File: src/rtl/keypad_entry_ctrl.sv
// keypad_entry_ctrl
// Sits between the keypad scanner and the countdown core. It synchronizes and
// debounces keydown/key and turns each accepted press into one command. Digit
// keys build a 4-digit BCD MM:SS setpoint. CLEAR, BACKSPACE, ENTER and START
// become load, start/pause, abort and error strobes.
module keypad_entry_ctrl #(
    parameter int unsigned DEBOUNCE_CYCLES = 16
) (
    input  logic        clk,
    input  logic        rst_n,
    input  logic        keydown,
    input  logic [3:0]  key,
    input  logic        counting,
    output logic [15:0] entry,
    output logic [2:0]  digit_count,
    output logic        key_valid,
    output logic [3:0]  key_code,
    output logic        load_pulse,
    output logic [15:0] load_value,
    output logic        start_pulse,
    output logic        abort_pulse,
    output logic        error_pulse
);

    localparam logic [7:0] DB_LEN = DEBOUNCE_CYCLES[7:0];

    localparam logic [3:0] KEY_CLEAR = 4'd10;
    localparam logic [3:0] KEY_BKSP  = 4'd11;
    localparam logic [3:0] KEY_ENTER = 4'd12;
    localparam logic [3:0] KEY_START = 4'd13;

    typedef enum logic [2:0] {
        IDLE,
        DB_PRESS,
        DISPATCH,
        HELD,
        DB_RELEASE
    } state_t;

    // Bit 0 is keydown and bits 4:1 are the key code. Every bit gets its own
    // two-flop synchronizer. The code is only used once keydown has been
    // stable for the whole debounce window, so bit skew between the code
    // lines does not matter.
    logic [4:0] raw_in;
    logic [4:0] sync_reg;

    assign raw_in = {key, keydown};

    genvar gi;
    generate
        for (gi = 0; gi < 5; gi++) begin : g_sync
            logic meta_bit_reg;
            logic sync_bit_reg;

            // Two-flop synchronizer for one raw scanner line
            always_ff @(posedge clk or negedge rst_n) begin
                if (!rst_n) begin
                    meta_bit_reg <= 1'b0;
                    sync_bit_reg <= 1'b0;
                end else begin
                    meta_bit_reg <= raw_in[gi];
                    sync_bit_reg <= meta_bit_reg;
                end
            end

            assign sync_reg[gi] = sync_bit_reg;
        end
    endgenerate

    logic       kd_sync;
    logic [3:0] key_sync;

    assign kd_sync  = sync_reg[0];
    assign key_sync = sync_reg[4:1];

    state_t      state_reg;
    logic [7:0]  cnt_reg;
    logic [3:0]  key_cap_reg;
    logic [15:0] entry_reg;
    logic [2:0]  count_reg;
    logic [15:0] load_value_reg;
    logic [3:0]  key_code_reg;
    logic        key_valid_reg;
    logic        load_reg;
    logic        start_reg;
    logic        abort_reg;
    logic        error_reg;

    logic [15:0] entry_next;
    logic [2:0]  count_next;
    logic [15:0] load_value_next;
    logic        load_next;
    logic        start_next;
    logic        abort_next;
    logic        error_next;

    logic is_digit;
    logic sec_tens_bad;

    assign is_digit     = (key_cap_reg <= 4'd9);
    assign sec_tens_bad = (entry_reg[7:4] > 4'd5);

    // Decode the captured key into its effect on the setpoint and strobes.
    // The result is only committed in the DISPATCH cycle.
    always_comb begin
        entry_next      = entry_reg;
        count_next      = count_reg;
        load_value_next = load_value_reg;
        load_next       = 1'b0;
        start_next      = 1'b0;
        abort_next      = 1'b0;
        error_next      = 1'b0;

        if (!counting) begin
            if (is_digit) begin
                if (count_reg < 3'd4) begin
                    entry_next = {entry_reg[11:0], key_cap_reg};
                    count_next = count_reg + 3'd1;
                end else begin
                    error_next = 1'b1;
                end
            end else begin
                case (key_cap_reg)
                    KEY_CLEAR: begin
                        entry_next = 16'd0;
                        count_next = 3'd0;
                    end
                    KEY_BKSP: begin
                        if (count_reg != 3'd0) begin
                            entry_next = {4'd0, entry_reg[15:4]};
                            count_next = count_reg - 3'd1;
                        end
                    end
                    KEY_ENTER: begin
                        if (count_reg == 3'd0 || sec_tens_bad) begin
                            error_next = 1'b1;
                        end else begin
                            load_value_next = entry_reg;
                            load_next       = 1'b1;
                            entry_next      = 16'd0;
                            count_next      = 3'd0;
                        end
                    end
                    KEY_START: start_next = 1'b1;
                    default: ;
                endcase
            end
        end else begin
            // While a countdown is in progress only START and CLEAR are
            // meaningful. Editing keys are rejected.
            if (is_digit || key_cap_reg == KEY_BKSP || key_cap_reg == KEY_ENTER) begin
                error_next = 1'b1;
            end else if (key_cap_reg == KEY_START) begin
                start_next = 1'b1;
            end else if (key_cap_reg == KEY_CLEAR) begin
                abort_next = 1'b1;
                entry_next = 16'd0;
                count_next = 3'd0;
            end
        end
    end

    // Debounce/dispatch sequencer. It also holds every registered output.
    always_ff @(posedge clk or negedge rst_n) begin
        if (!rst_n) begin
            state_reg      <= IDLE;
            cnt_reg        <= 8'd0;
            key_cap_reg    <= 4'd0;
            entry_reg      <= 16'd0;
            count_reg      <= 3'd0;
            load_value_reg <= 16'd0;
            key_code_reg   <= 4'd0;
            key_valid_reg  <= 1'b0;
            load_reg       <= 1'b0;
            start_reg      <= 1'b0;
            abort_reg      <= 1'b0;
            error_reg      <= 1'b0;
        end else begin
            key_valid_reg <= 1'b0;
            load_reg      <= 1'b0;
            start_reg     <= 1'b0;
            abort_reg     <= 1'b0;
            error_reg     <= 1'b0;

            case (state_reg)
                IDLE: begin
                    if (kd_sync) begin
                        state_reg <= DB_PRESS;
                        cnt_reg   <= 8'd1;
                    end
                end
                DB_PRESS: begin
                    if (!kd_sync) begin
                        state_reg <= IDLE;
                    end else if (cnt_reg == DB_LEN) begin
                        key_cap_reg <= key_sync;
                        state_reg   <= DISPATCH;
                    end else begin
                        cnt_reg <= cnt_reg + 8'd1;
                    end
                end
                DISPATCH: begin
                    key_valid_reg  <= 1'b1;
                    key_code_reg   <= key_cap_reg;
                    entry_reg      <= entry_next;
                    count_reg      <= count_next;
                    load_value_reg <= load_value_next;
                    load_reg       <= load_next;
                    start_reg      <= start_next;
                    abort_reg      <= abort_next;
                    error_reg      <= error_next;
                    state_reg      <= HELD;
                end
                HELD: begin
                    if (!kd_sync) begin
                        state_reg <= DB_RELEASE;
                        cnt_reg   <= 8'd1;
                    end
                end
                DB_RELEASE: begin
                    if (kd_sync) begin
                        state_reg <= HELD;
                    end else if (cnt_reg == DB_LEN) begin
                        state_reg <= IDLE;
                    end else begin
                        cnt_reg <= cnt_reg + 8'd1;
                    end
                end
                default: state_reg <= IDLE;
            endcase
        end
    end

    assign entry       = entry_reg;
    assign digit_count = count_reg;
    assign key_valid   = key_valid_reg;
    assign key_code    = key_code_reg;
    assign load_pulse  = load_reg;
    assign load_value  = load_value_reg;
    assign start_pulse = start_reg;
    assign abort_pulse = abort_reg;
    assign error_pulse = error_reg;

endmodule

File: config.mk
export PLATFORM = sky130hd
export DESIGN_NAME = keypad_entry_ctrl
export DESIGN_NICKNAME = d
export VERILOG_FILES = /design/src/rtl/keypad_entry_ctrl.sv
export SDC_FILE = /design/constraint.sdc
export NUM_CORES = 1
export LEC_CHECK = 0
export CORE_MARGIN = 3
export CORE_UTILIZATION = 50
export CTS_BUF_LIST = sky130_fd_sc_hd__clkbuf_4 sky130_fd_sc_hd__clkbuf_8
export CTS_CLUSTER_SIZE = 40
export DETAILED_ROUTE_END_ITERATION = 8
export PLACE_DENSITY = 0.78
export SLEW_MARGIN = 15
export SYNTH_ARGS = -nofsm -noshare
export SYNTH_HDL_FRONTEND = slang
export SYNTH_SLANG_ARGS = --single-unit
File: constraint.sdc
create_clock -name clk -period 5.35 [get_ports clk]
set_input_delay 0.535 -clock clk [delete_from_list [all_inputs] [get_ports clk]]
set_output_delay 0.535 -clock clk [all_outputs]
set_load 0.01 [all_outputs]
# Yosys cells after proc, flatten, opt, wreduce, memory -nomap -nowiden
# Cells that the tools add are included.
# word_totals
register_bits	69
out_inout_bits	44
word_cells	119
# op_classes
add_sub_neg	3
order_cmp	3
eq_ne	21
mux	54
bitwise_logic	3
reduce_logical	13
# ops
cell	count
16-bit 2-to-1 mux	8
16-bit one-hot mux with 3 select lines	1
3-bit 2-to-1 mux	14
8-bit 2-to-1 mux	5
8-bit one-hot mux with 4 select lines	1
1-bit 2-to-1 mux	23
4-bit equality test, second input constant	4
3-bit one-hot mux with 5 select lines	1
2-bit != test, second input constant	6
5-bit AND reduction	2
3-bit one-hot mux with 3 select lines	1
8-bit by 1-bit adder with 8-bit output, second input constant	1
8-bit by 5-bit equality test with 1-bit output, second input constant	1
4-bit != test, second input constant	2
8-bit AND reduction	1
4-bit nonzero test	2
3-bit by 2-bit equality test with 1-bit output, second input constant	2
3-bit logical NOT	2
3-bit != test, second input constant	2
4-bit by 3-bit > comparator with 1-bit output, second input constant	1
4-bit <= comparator, second input constant	1
4-bit AND reduction	1
3-bit by 1-bit adder with 3-bit output, second input constant	1
3-bit by 1-bit equality test with 1-bit output, second input constant	1
9 further kinds	13

# Longest topological paths before layout
# Gate-level depths: netlist (run 1).
# depth
ltp_word	7
ltp_mapped	8

# Worst setup path after synthesis (run 1)
# OpenSTA, ideal clock, no wires.
# synth_path
path_type	register to register
start	register count_reg[0], in the netlist digit_count[0]
end	register load_value_reg[0], in the netlist load_value[0]
setup_time_ns	0.125
arrival_time_ns	2.017
required_ns	5.225
slack_ns	3.208
path_stages_with_launch	8
period_less_slack_ns	2.142
cell_sequence	dfrtp_1 -> inv_1 -> ha_1 -> a221oi_1 -> and3_1 -> buf_2 -> buf_2 -> mux2_2
# synth_via
elab_chain_cells	4
# synth_lines
element	line	source
from (decl)	80	logic [2:0] count_reg;
from (signal assigned)	206	count_reg <= count_next;
3-bit logical NOT	135	if (count_reg == 3'd0 || sec_tens_bad) begin
1-bit logical OR	135	
1-bit inverter (no source line)	n/a	
5-bit AND reduction (no source line)	n/a	
to (signal assigned)	207	load_value_reg <= load_value_next;
to (decl)	81	logic [15:0] load_value_reg;
# Every way passes these cells.
# A chain may end at the register's enable or synchronous reset.

# Worst setup path in the final report (run 1)
# layout_path
start	register key_cap_reg[2]
end	register entry_reg[11], in the netlist entry[11]
# layout_via
elab_chain_cells	5
elab_cells_between_ends	18
# layout_lines
element	line	source
from (decl)	78	logic [3:0] key_cap_reg;
from (signal assigned)	196	key_cap_reg <= key_sync;
4-bit <= comparator or 4-bit equality test (tied branches)	100, 123, 151	
1-bit logical OR (2 in a row)	151	if (is_digit || key_cap_reg == KEY_BKSP || key_cap_reg == KEY_ENTER) begin
2-bit != test (no source line)	n/a	
8-bit AND reduction (no source line)	n/a	
to (signal assigned)	205	entry_reg <= entry_next;
to (decl)	79	logic [15:0] entry_reg;
# Several ways; a longest one is shown, not always the timed one.

==> results.json, run 1 <==
{
  "max_freq_mhz": 395,
  "crit-reg2reg-capture": "entry[11]",
  "power.leakage_uw": 0.00184,
  "detail-route-antenna-nets": 0,
  "placed_area_um2": 3680,
  "clk_transition_reported_paths_ns": 0.08,
  "synth-async-reset-ratio_pct": 100,
  "worst_slew_margin_rel_pct": 33.1,
  "syn_area_um2": 3140,
  "post-synth-top-area-cell": "dfrtp_1",
  "timing.clock.skew_ns": 0.0136,
  "h-tree-depth": 3,
  "p_per_area_nw_per_um2": 316,
  "numPlacedInstances": 368,
  "num_antenna_cells": 0,
  "synth_edf_count": 0,
  "pwr-share-comb_pct": 10.5,
  "kind_of_start_point_of_the_critical_path": "flop",
  "fin_util_pct": 65.6,
  "clock-sinks": 69,
  "first_global_vias": 2090,
  "postRouteWirelength_um": 6130,
  "critPathMaxFanout": 19,
  "postCtsSetupRepairBufs": 0,
  "clock_power_share_pct": 41.7,
  "worstSetupEndpointType": "flop",
  "finalHoldViolations": 0,
  "critical_path_arrival_ns": 2.76,
  "critical_path_class": "reg2reg",
  "synth-main-ff-cell": "dfrtp_1",
  "grt_start_max_net_pins": 70,
  "clk-insertion-delay-late_ns": 0.34,
  "track_usage_pct": 17.8,
  "switch_share_pct": 25.4,
  "design.portCount": 52,
  "synth.area.top_cells": "dfrtp_1, mux2_2, a22o_1",
  "dp_hpwl_um": 3960,
  "antenna_found_initial": 0,
  "period_share_pct": 47.3,
  "global_route_wire_length_before_repair_um": 10300,
  "crit-reg2reg-launch": "key_cap_reg[2]",
  "wire_per_inst_um": 16.0,
  "dieArea_um2": 7270,
  "tns_ns": 0,
  "drcViolationCount": 0,
  "top_cells_by_count_synth": "dfrtp_1, mux2_2, nor2_1, nand2_1, a22o_1",
  "ctsResizeCount": 0,
  "run_status": "finished clean",
  "finish.cell_count_without_fillers": 384,
  "report.final.setup_viol": 0,
  "nets": 317,
  "cp-startpoint": "key_cap_reg[2]",
  "synth.net_count": 268,
  "intPower_uw": 926,
  "maxCapViolCount": 0,
  "post_synth_inst_count": 255,
  "drtIter0Drc": 174,
  "r2r_setup_slack_ns": 2.82,
  "routabilityCongestion": 0.855,
  "syn_area_per_cell_um2": 12.3,
  "rsz0062_at_grt": "no",
  "count_of_buffers_from_port_buffering": 51,
  "die_w_um": 85.3,
  "core_area_um2": 5990,
  "initial_core_utilization_pct": 52.4,
  "power.net_switching_uw": 316,
  "die_h_um": 85.3,
  "crit_required_ns": 5.58,
  "tightest_slew_ns": 1.00,
  "drive_gt1_share_pct": 20.1,
  "tritoncts": "yes",
  "most_repeated_cell_in_the_gate_level_netlist_after_synthesis": "dfrtp_1",
  "synth_largest_type_area_fraction_pct": 55.0,
  "root_buffer": "clkbuf_8",
  "layout_min_cycle_time_ns": 2.53,
  "cp-endpoint": "entry[11]",
  "gr-total-overflow": 0,
  "clk_path_buf_depth": 2,
  "worstRegToRegCells": 5,
  "cell_type_of_the_slowest_stage_on_the_worst_timing_path": "nor2_1",
  "detail_route.vias_per_cell": 5.57,
  "worst_hold_path_type": "reg2reg",
  "tritoncts.num_buffers": 9,
  "final-max-slew-violation-count": 0,
  "area_growth_pct": 25.1,
  "total_iterations_of_the_first_detailed_routing_run": 4,
  "max_stage_delay_ns": 0.77,
  "critical_path.cell_chain": "nand4b_1, nor2_1, a311oi_4, o21ai_4, mux2_2",
  "final_cell_area_um2": 3930,
  "power.share.sequential_pct": 47.8,
  "via_count": 2139,
  "row_count": 28,
  "ys_seq_area_share_pct": 55.0,
  "power.ir.vdd_worst_v": 0.000234,
  "synth_warnings": 0,
  "synth-seq-cells": 69,
  "ys_types": 46,
  "holdBufCountCts": 0
}
power groups by stage:
stage          logic, uW  clock network, uW  registers, uW
2_1_floorplan       79.2                  0            590
3_3_place_gp         127                  0            601
3_5_place_dp         130                  0            602
4_1_cts              132                528            592
5_1_grt              146                552            599
6_report             130                518            593
cells in the final DEF, fill, tap and decap left out, types with 3 or more instances in the layout:
| cell type | count |
|---|---|
| a21oi_1 | 6 |
| nand2_1 | 13 |
| mux2_2 | 34 |
| o21ai_0 | 8 |
| mux2i_1 | 8 |
| bufinv_16 | 3 |
| nor2_1 | 14 |
| ha_1 | 5 |
| clkdlybuf4s50_1 | 50 |
| o2111ai_1 | 3 |
| xor2_1 | 6 |
| dfrtp_1 | 69 |
| inv_1 | 11 |
| a22o_1 | 12 |
| o211ai_1 | 3 |
| clkbuf_8 | 9 |
| and2_1 | 3 |
| clkinv_4 | 4 |
| and3_1 | 9 |
| nand2b_1 | 4 |
cell families after synthesis:
| family | after synthesis | synth area share (%) |
|---|---|---|
| adders and majority gates | 5 | 1.99 |
| xor gates and xnor gates | 7 | 1.95 |
| and+or+nand+nor | 60 | 11.1 |
| buffers and inverters | 26 | 3.70 |
| muxes | 42 | 14.7 |
| AOI/OAI and AO/OA | 46 | 11.6 |
| DFF | 69 | 55.0 |
routing by layer:
metal  part of all wire (%)  routed length (um)  vias to the layer above  track usage (%)
met3                    4.6                 284                        8             5.24
met1                     48                2920                     1072             24.5
met5                      0                   0                        -                0
li1                       -                   -                     1006                -
met4                    1.3                  81                        0             6.62
met2                     46                2840                       53             27.0
per-stage QoR:
step | setup slack [ns] | hold slack [ns] | total power [uW]
5_1_grt | 2.62 | 0.365 | 1300
3_5_place_dp | 2.52 | 0.335 | 732
3_3_place_gp | 2.59 | 0.335 | 728
2_1_floorplan | 3.21 | 0.239 | 669
6_report | 2.82 | 0.350 | 1240
4_1_cts | 2.83 | 0.352 | 1250
worst min-delay path by stage:
stage,start,end,slack [ns],cells past startpoint
global placement,g_sync[1].meta_bit_reg,g_sync[1].sync_bit_reg,0.33,0
global route,g_sync[1].meta_bit_reg,g_sync[1].sync_bit_reg,0.36,0
detailed placement,g_sync[2].meta_bit_reg,g_sync[2].sync_bit_reg,0.33,0
CTS,g_sync[2].meta_bit_reg,g_sync[2].sync_bit_reg,0.35,0
floorplan,rst_n,abort_pulse,0.24,0
finish,g_sync[2].meta_bit_reg,g_sync[2].sync_bit_reg,0.35,0
cell type report:
type	instances	area, um^2
clock buffers	9	124
clock inverters	7	124
fillers	450	2060
inverters	12	50.0
multi-input cells	160	1300
flip-flops and latches	69	1730
well taps	75	93.8
repair buffers	52	513
worst max-delay path, delay by kind of cell, from the launching register on:
| family | cells | cell delay [ns] |
|---|---|---|
| AOI/OAI and AO/OA | 2 | 0.52 |
| and+or+nand+nor | 2 | 0.99 |
| DFF | 1 | 0.50 |
| muxes | 1 | 0.41 |
Note: power is estimated with default switching activity, not from simulation.
==> run 2: changes to the inputs <==
Settings changed: PLACE_DENSITY 0.78 to 0.81.
Clock period 5.35 ns to 2.04 ns, I/O delays scaled along.
==> run 2 against run 1 <==
Net effect:
- clock skew is 0.0057 ns lower
- first-iteration DRC count is 37% lower
- total power is 140% higher
- critical endpoint is now digit_count[2]
==> results.json, run 2 (same netlist as run 1, synthesis figures left out) <==
{
  "timing.clock.skew_ns": 0.00795,
  "global_route_wire_length_before_repair_um": 10800,
  "critPathMaxFanout": 9,
  "kind_of_start_point_of_the_critical_path": "flop",
  "worst_hold_path_type": "in2reg",
  "root_buffer": "clkbuf_8",
  "num_antenna_cells": 0,
  "clk_path_buf_depth": 2,
  "track_usage_pct": 19.0,
  "power.share.sequential_pct": 50.7,
  "total_iterations_of_the_first_detailed_routing_run": 4,
  "detail_route.vias_per_cell": 5.48,
  "dp_hpwl_um": 4570,
  "first_global_vias": 2283,
  "clk_transition_reported_paths_ns": 0.08,
  "finalHoldViolations": 0,
  "p_per_area_nw_per_um2": 723,
  "highest_count_cells_in_the_layout_ignoring_fill_and_taps": "dfrtp_1, clkdlybuf4s50_1, mux2_2",
  "clock-sinks": 69,
  "intPower_uw": 2170,
  "crit_required_ns": 2.28,
  "core_area_um2": 5990,
  "max_freq_mhz": 513,
  "power.leakage_uw": 0.00196,
  "layout_min_cycle_time_ns": 1.95,
  "clock_power_share_pct": 33.7,
  "period_share_pct": 95.6,
  "layout.cells.most_common": "dfrtp_1",
  "worst_slew_margin_rel_pct": 61.0,
  "drive_gt1_share_pct": 27.9,
  "antenna_found_initial": 0,
  "worstSetupEndpointType": "flop",
  "clk-insertion-delay-late_ns": 0.35,
  "initial_core_utilization_pct": 52.4,
  "finish.cell_count_without_fillers": 412,
  "grt_start_max_net_pins": 50,
  "gr-total-overflow": 0,
  "tightest_slew_ns": 0.585,
  "tns_ns": 0,
  "switch_share_pct": 27.6,
  "row_count": 28,
  "tritoncts.num_buffers": 9,
  "detail-route-antenna-nets": 0,
  "h-tree-depth": 3,
  "fin_util_pct": 69.1,
  "die_w_um": 85.3,
  "maxCapViolCount": 0,
  "pwr-share-comb_pct": 15.6,
  "dieArea_um2": 7270,
  "nets": 345,
  "routabilityCongestion": 0.907,
  "tritoncts": "yes",
  "wire_per_inst_um": 15.9,
  "run_status": "finished clean",
  "design.portCount": 52,
  "area_growth_pct": 31.7,
  "critical_path_arrival_ns": 2.19,
  "fin_hold_ws_ns": 0.291,
  "drcViolationCount": 0,
  "setup_ws_ns": 0.0902,
  "drtIter0Drc": 109,
  "die_h_um": 85.3,
  "count_of_buffers_from_port_buffering": 51,
  "final-max-slew-violation-count": 0,
  "numPlacedInstances": 390,
  "power.ir.vdd_worst_v": 0.000852,
  "critical_path_class": "reg2reg",
  "postRouteWirelength_um": 6540,
  "via_count": 2258,
  "power.net_switching_uw": 826,
  "report.final.setup_viol": 0,
  "dp_worst_setup_slack_ns": -0.125
}
==> run 2: changes by cell type in the layout (fill, tap and decap cells not counted), moves of 2 or more <==
cell	before	now
buf_4	1	25
buf_12	0	2
clkinvlp_4	1	3
clkinv_4	4	2
bufinv_16	3	0
==> run 2: per-layer routing <==
| metal | global-route usage (%) | share of wire, % |
|---|---|---|
| met1 | 25.4 | 46 |
| met2 | 28.4 | 48 |
| met3 | 4.27 | 3.4 |
| met4 | 11.4 | 2.5 |
| met5 | 0 | 0 |
==> run 2: through the flow <==
step | cell area, um^2 | total power [uW]
2_1_floorplan | 3150 | 1760
3_3_place_gp | 3880 | 1970
3_5_place_dp | 3880 | 1990
4_1_cts | 4090 | 3010
5_1_grt | 4140 | 3140
6_report | 4140 | 2990
==> run 2: worst max-delay path, cell delays in order, from the launching register on <==
cell,delay [ns]
dfrtp_1,0.38
nand2b_4,0.14
or2_4,0.25
clkinv_4,0.08
o21ai_2,0.07
a311oi_4,0.24
buf_4,0.19
o21ai_4,0.11
a221o_1,0.36
==> run 2: what timing repair did <==
action | 4_1_cts | 5_1_grt
endpoints found under the hold margin | 20 | 0
gates resized for setup | 2 | 4
setup buffers | 2 | 2
pin swaps | 1 | 2
setup endpoints to repair | 16 | 22
cloned | 0 | 1
hold buffers | 1 | 0
==> run 2: cell type report <==
class	instances	area, um^2
tap	75	93.8
sequential	69	1730
inverter	12	50.0
multi-input combinational	161	1340
clock inverter	5	36.3
timing repair buffer	79	743
fill	428	1850
clock buffer	11	145
==> run 2: final timing paths <==
kind | from | end | slack [ns] | depth (start not counted)
worst max-delay path | state_reg[0] | digit_count[2] | 0.09 | 8
worst min-delay path | key[0] | g_sync[1].meta_bit_reg | 0.29 | 1
worst max register to register | state_reg[0] | digit_count[2] | 0.09 | 8
worst min register to register | g_sync[2].meta_bit_reg | g_sync[2].sync_bit_reg | 0.35 | 0
max in group asynchronous | rst_n | cnt_reg[4] | 1.05 | 3
min in group asynchronous | rst_n | load_value[7] | 0.35 | 2
==> run 2: power groups by stage <==
stage               logic, uW  registers [uW]  clock network [uW]
finish                    467            1520                1010
global route              519            1530                1090
CTS                       458            1510                1040
detailed placement        447            1540                   0
global placement          435            1540                   0
floorplan                 210            1550                   0
==> run 3: changes to the inputs <==
--- a/config.mk
+++ b/config.mk
@@ -12,2 +12,3 @@
 export DETAILED_ROUTE_END_ITERATION = 8
+export GPL_ROUTABILITY_DRIVEN = 0
 export PLACE_DENSITY = 0.81
==> constraint.sdc (replaced) <==
create_clock -name clk -period 2.04 [get_ports clk]
set_input_delay 0.306 -clock clk [delete_from_list [all_inputs] [get_ports clk]]
set_output_delay 0.306 -clock clk [all_outputs]
set_load 0.01 [all_outputs]
==> run 3 against run 2 <==
Net effect:
- via count is 1.6% higher
- sequential share of layout area is 0.82 points lower
- highest routed layer unchanged
- sequential power hardly changed
- largest power group unchanged
- setup slack worse by 0.033 ns
- final cell count is 1.5% higher
- non-clock buffer count is 6 higher
- core utilization is 1.4 points higher
==> results.json, run 3 (same netlist as run 1, synthesis figures left out) <==
{
  "crit-reg2reg-launch": "state_reg[0]",
  "antenna_found_initial": 0,
  "layout.filler_cells": 409,
  "grt_start_max_net_pins": 49,
  "row_count": 28,
  "power.ir.vdd_worst_v": 0.000551,
  "count_of_buffers_from_port_buffering": 51,
  "max_freq_mhz": 504,
  "clk-insertion-delay-late_ns": 0.34,
  "worst_slew_margin_rel_pct": 61.1,
  "tightest_slew_ns": 0.584,
  "drcViolationCount": 0,
  "num_antenna_cells": 0,
  "dp_worst_setup_slack_ns": -0.154,
  "maxCapViolCount": 0,
  "critical_path_class": "reg2reg",
  "period_share_pct": 97.2,
  "gr-total-overflow": 0,
  "initial_core_utilization_pct": 52.4,
  "fin_util_pct": 70.5,
  "tritoncts": "yes",
  "fin_hold_ws_ns": 0.349,
  "run_status": "finished clean",
  "die_w_um": 85.3,
  "critPathMaxFanout": 8,
  "dieArea_um2": 7270,
  "layout_min_cycle_time_ns": 1.98,
  "dp_hpwl_um": 4580,
  "clock-sinks": 69,
  "core_area_um2": 5990,
  "cp-endpoint": "digit_count[2]",
  "clk_transition_reported_paths_ns": 0.07,
  "finalHoldViolations": 0,
  "detail-route-antenna-nets": 0,
  "design.portCount": 52,
  "critical_path_arrival_ns": 2.21,
  "cp-startpoint": "state_reg[0]",
  "root_buffer": "clkbuf_8",
  "drtIter0Drc": 90,
  "crit_required_ns": 2.26,
  "worst_hold_path_type": "reg2reg",
  "drive_gt1_share_pct": 28.9,
  "nets": 351,
  "layout.cells.most_common": "dfrtp_1",
  "postRouteWirelength_um": 6870,
  "r2r_setup_slack_ns": 0.06,
  "track_usage_pct": 19.9,
  "total_iterations_of_the_first_detailed_routing_run": 4,
  "crit-reg2reg-capture": "digit_count[2]",
  "clk_path_buf_depth": 2,
  "highest_count_cells_in_the_layout_ignoring_fill_and_taps": "dfrtp_1, clkdlybuf4s50_1, mux2_2",
  "area_growth_pct": 34.5,
  "wire_per_inst_um": 16.4,
  "power.leakage_uw": 0.00201,
  "final-max-slew-violation-count": 0,
  "h-tree-depth": 3,
  "first_global_vias": 2270,
  "report.final.setup_viol": 0,
  "setup_ws_ns": 0.0572,
  "worstRegToRegCells": 8,
  "timing.clock.skew_ns": 0.0125,
  "via_count": 2294,
  "detail_route.vias_per_cell": 5.49,
  "worstSetupEndpointType": "flop",
  "global_route_wire_length_before_repair_um": 11300,
  "die_h_um": 85.3,
  "kind_of_start_point_of_the_critical_path": "flop",
  "p_per_area_nw_per_um2": 741,
  "tritoncts.num_buffers": 9
}
run 3: routing by layer:
layer / global-route usage, % / wire length [um] / up-vias
li1: - / - / 1078
met1: 26.7 / 3060 / 1147
met2: 31.6 / 3460 / 61
met3: 4.85 / 254 / 8
met4: 7.19 / 91 / 0
met5: 0 / 0 / -
run 3: worst min-delay path by stage:
| stage | start | to | slack [ns] | cells after the start |
|---|---|---|---|---|
| final | g_sync[0].meta_bit_reg | g_sync[0].sync_bit_reg | 0.35 | 0 |
| after CTS | g_sync[0].meta_bit_reg | g_sync[0].sync_bit_reg | 0.35 | 0 |
| after detailed placement | rst_n | load_value[7] | 0.31 | 1 |
| after global placement | rst_n | load_value[7] | 0.30 | 1 |
| after global routing | g_sync[0].meta_bit_reg | g_sync[0].sync_bit_reg | 0.35 | 0 |
| after floorplan | rst_n | abort_pulse | 0.01 | 0 |
run 3: layout make-up:
| type | count | area [um^2] | area share, % |
|---|---|---|---|
| Sequential cell | 69 | 1730 | 40.9 |
| Multi-Input combinational cell | 161 | 1360 | 32.1 |
| Timing Repair Buffer | 85 | 792 | 18.7 |
| Clock buffer | 11 | 145 | 3.43 |
| Tap cell | 75 | 93.8 | 2.22 |
| Clock inverter | 5 | 60.1 | 1.42 |
| Inverter | 12 | 50.0 | 1.18 |
run 3: through the flow:
step	total power, uW	TNS [ns]	instances	instance area [um^2]
floorplan	1760	0	255	3150
global placement	1970	-0.544	393	3900
detailed placement	1990	-2.21	393	3900
CTS	3120	0	412	4140
global route	3280	-0.0953	418	4230
finish	3130	0	418	4230
run 3: power breakdown:
group | total, uW | switching, uW | internal (uW)
sequential | 1520 | 74.4 | 1450
clock | 1130 | 512 | 614
combinational | 486 | 240 | 246
run 3: timing repair:
action / 4_1_cts / 5_1_grt
pin swaps: 1 / 4
cloned: 0 / 1
setup endpoints to repair: 7 / 38
setup buffers: 2 / 5
endpoints found under the hold margin: 21 / 0
resized for setup: 1 / 7
hold buffers: 1 / 0
run 3: worst max-delay path: stages, from the launching register on:
cell      delay, ns
dfrtp_1        0.40
nand2b_4       0.15
or2_4          0.26
clkinv_4       0.07
o21ai_4        0.06
a311oi_4       0.28
buf_4          0.19
o21ai_4        0.11
a221o_1        0.36
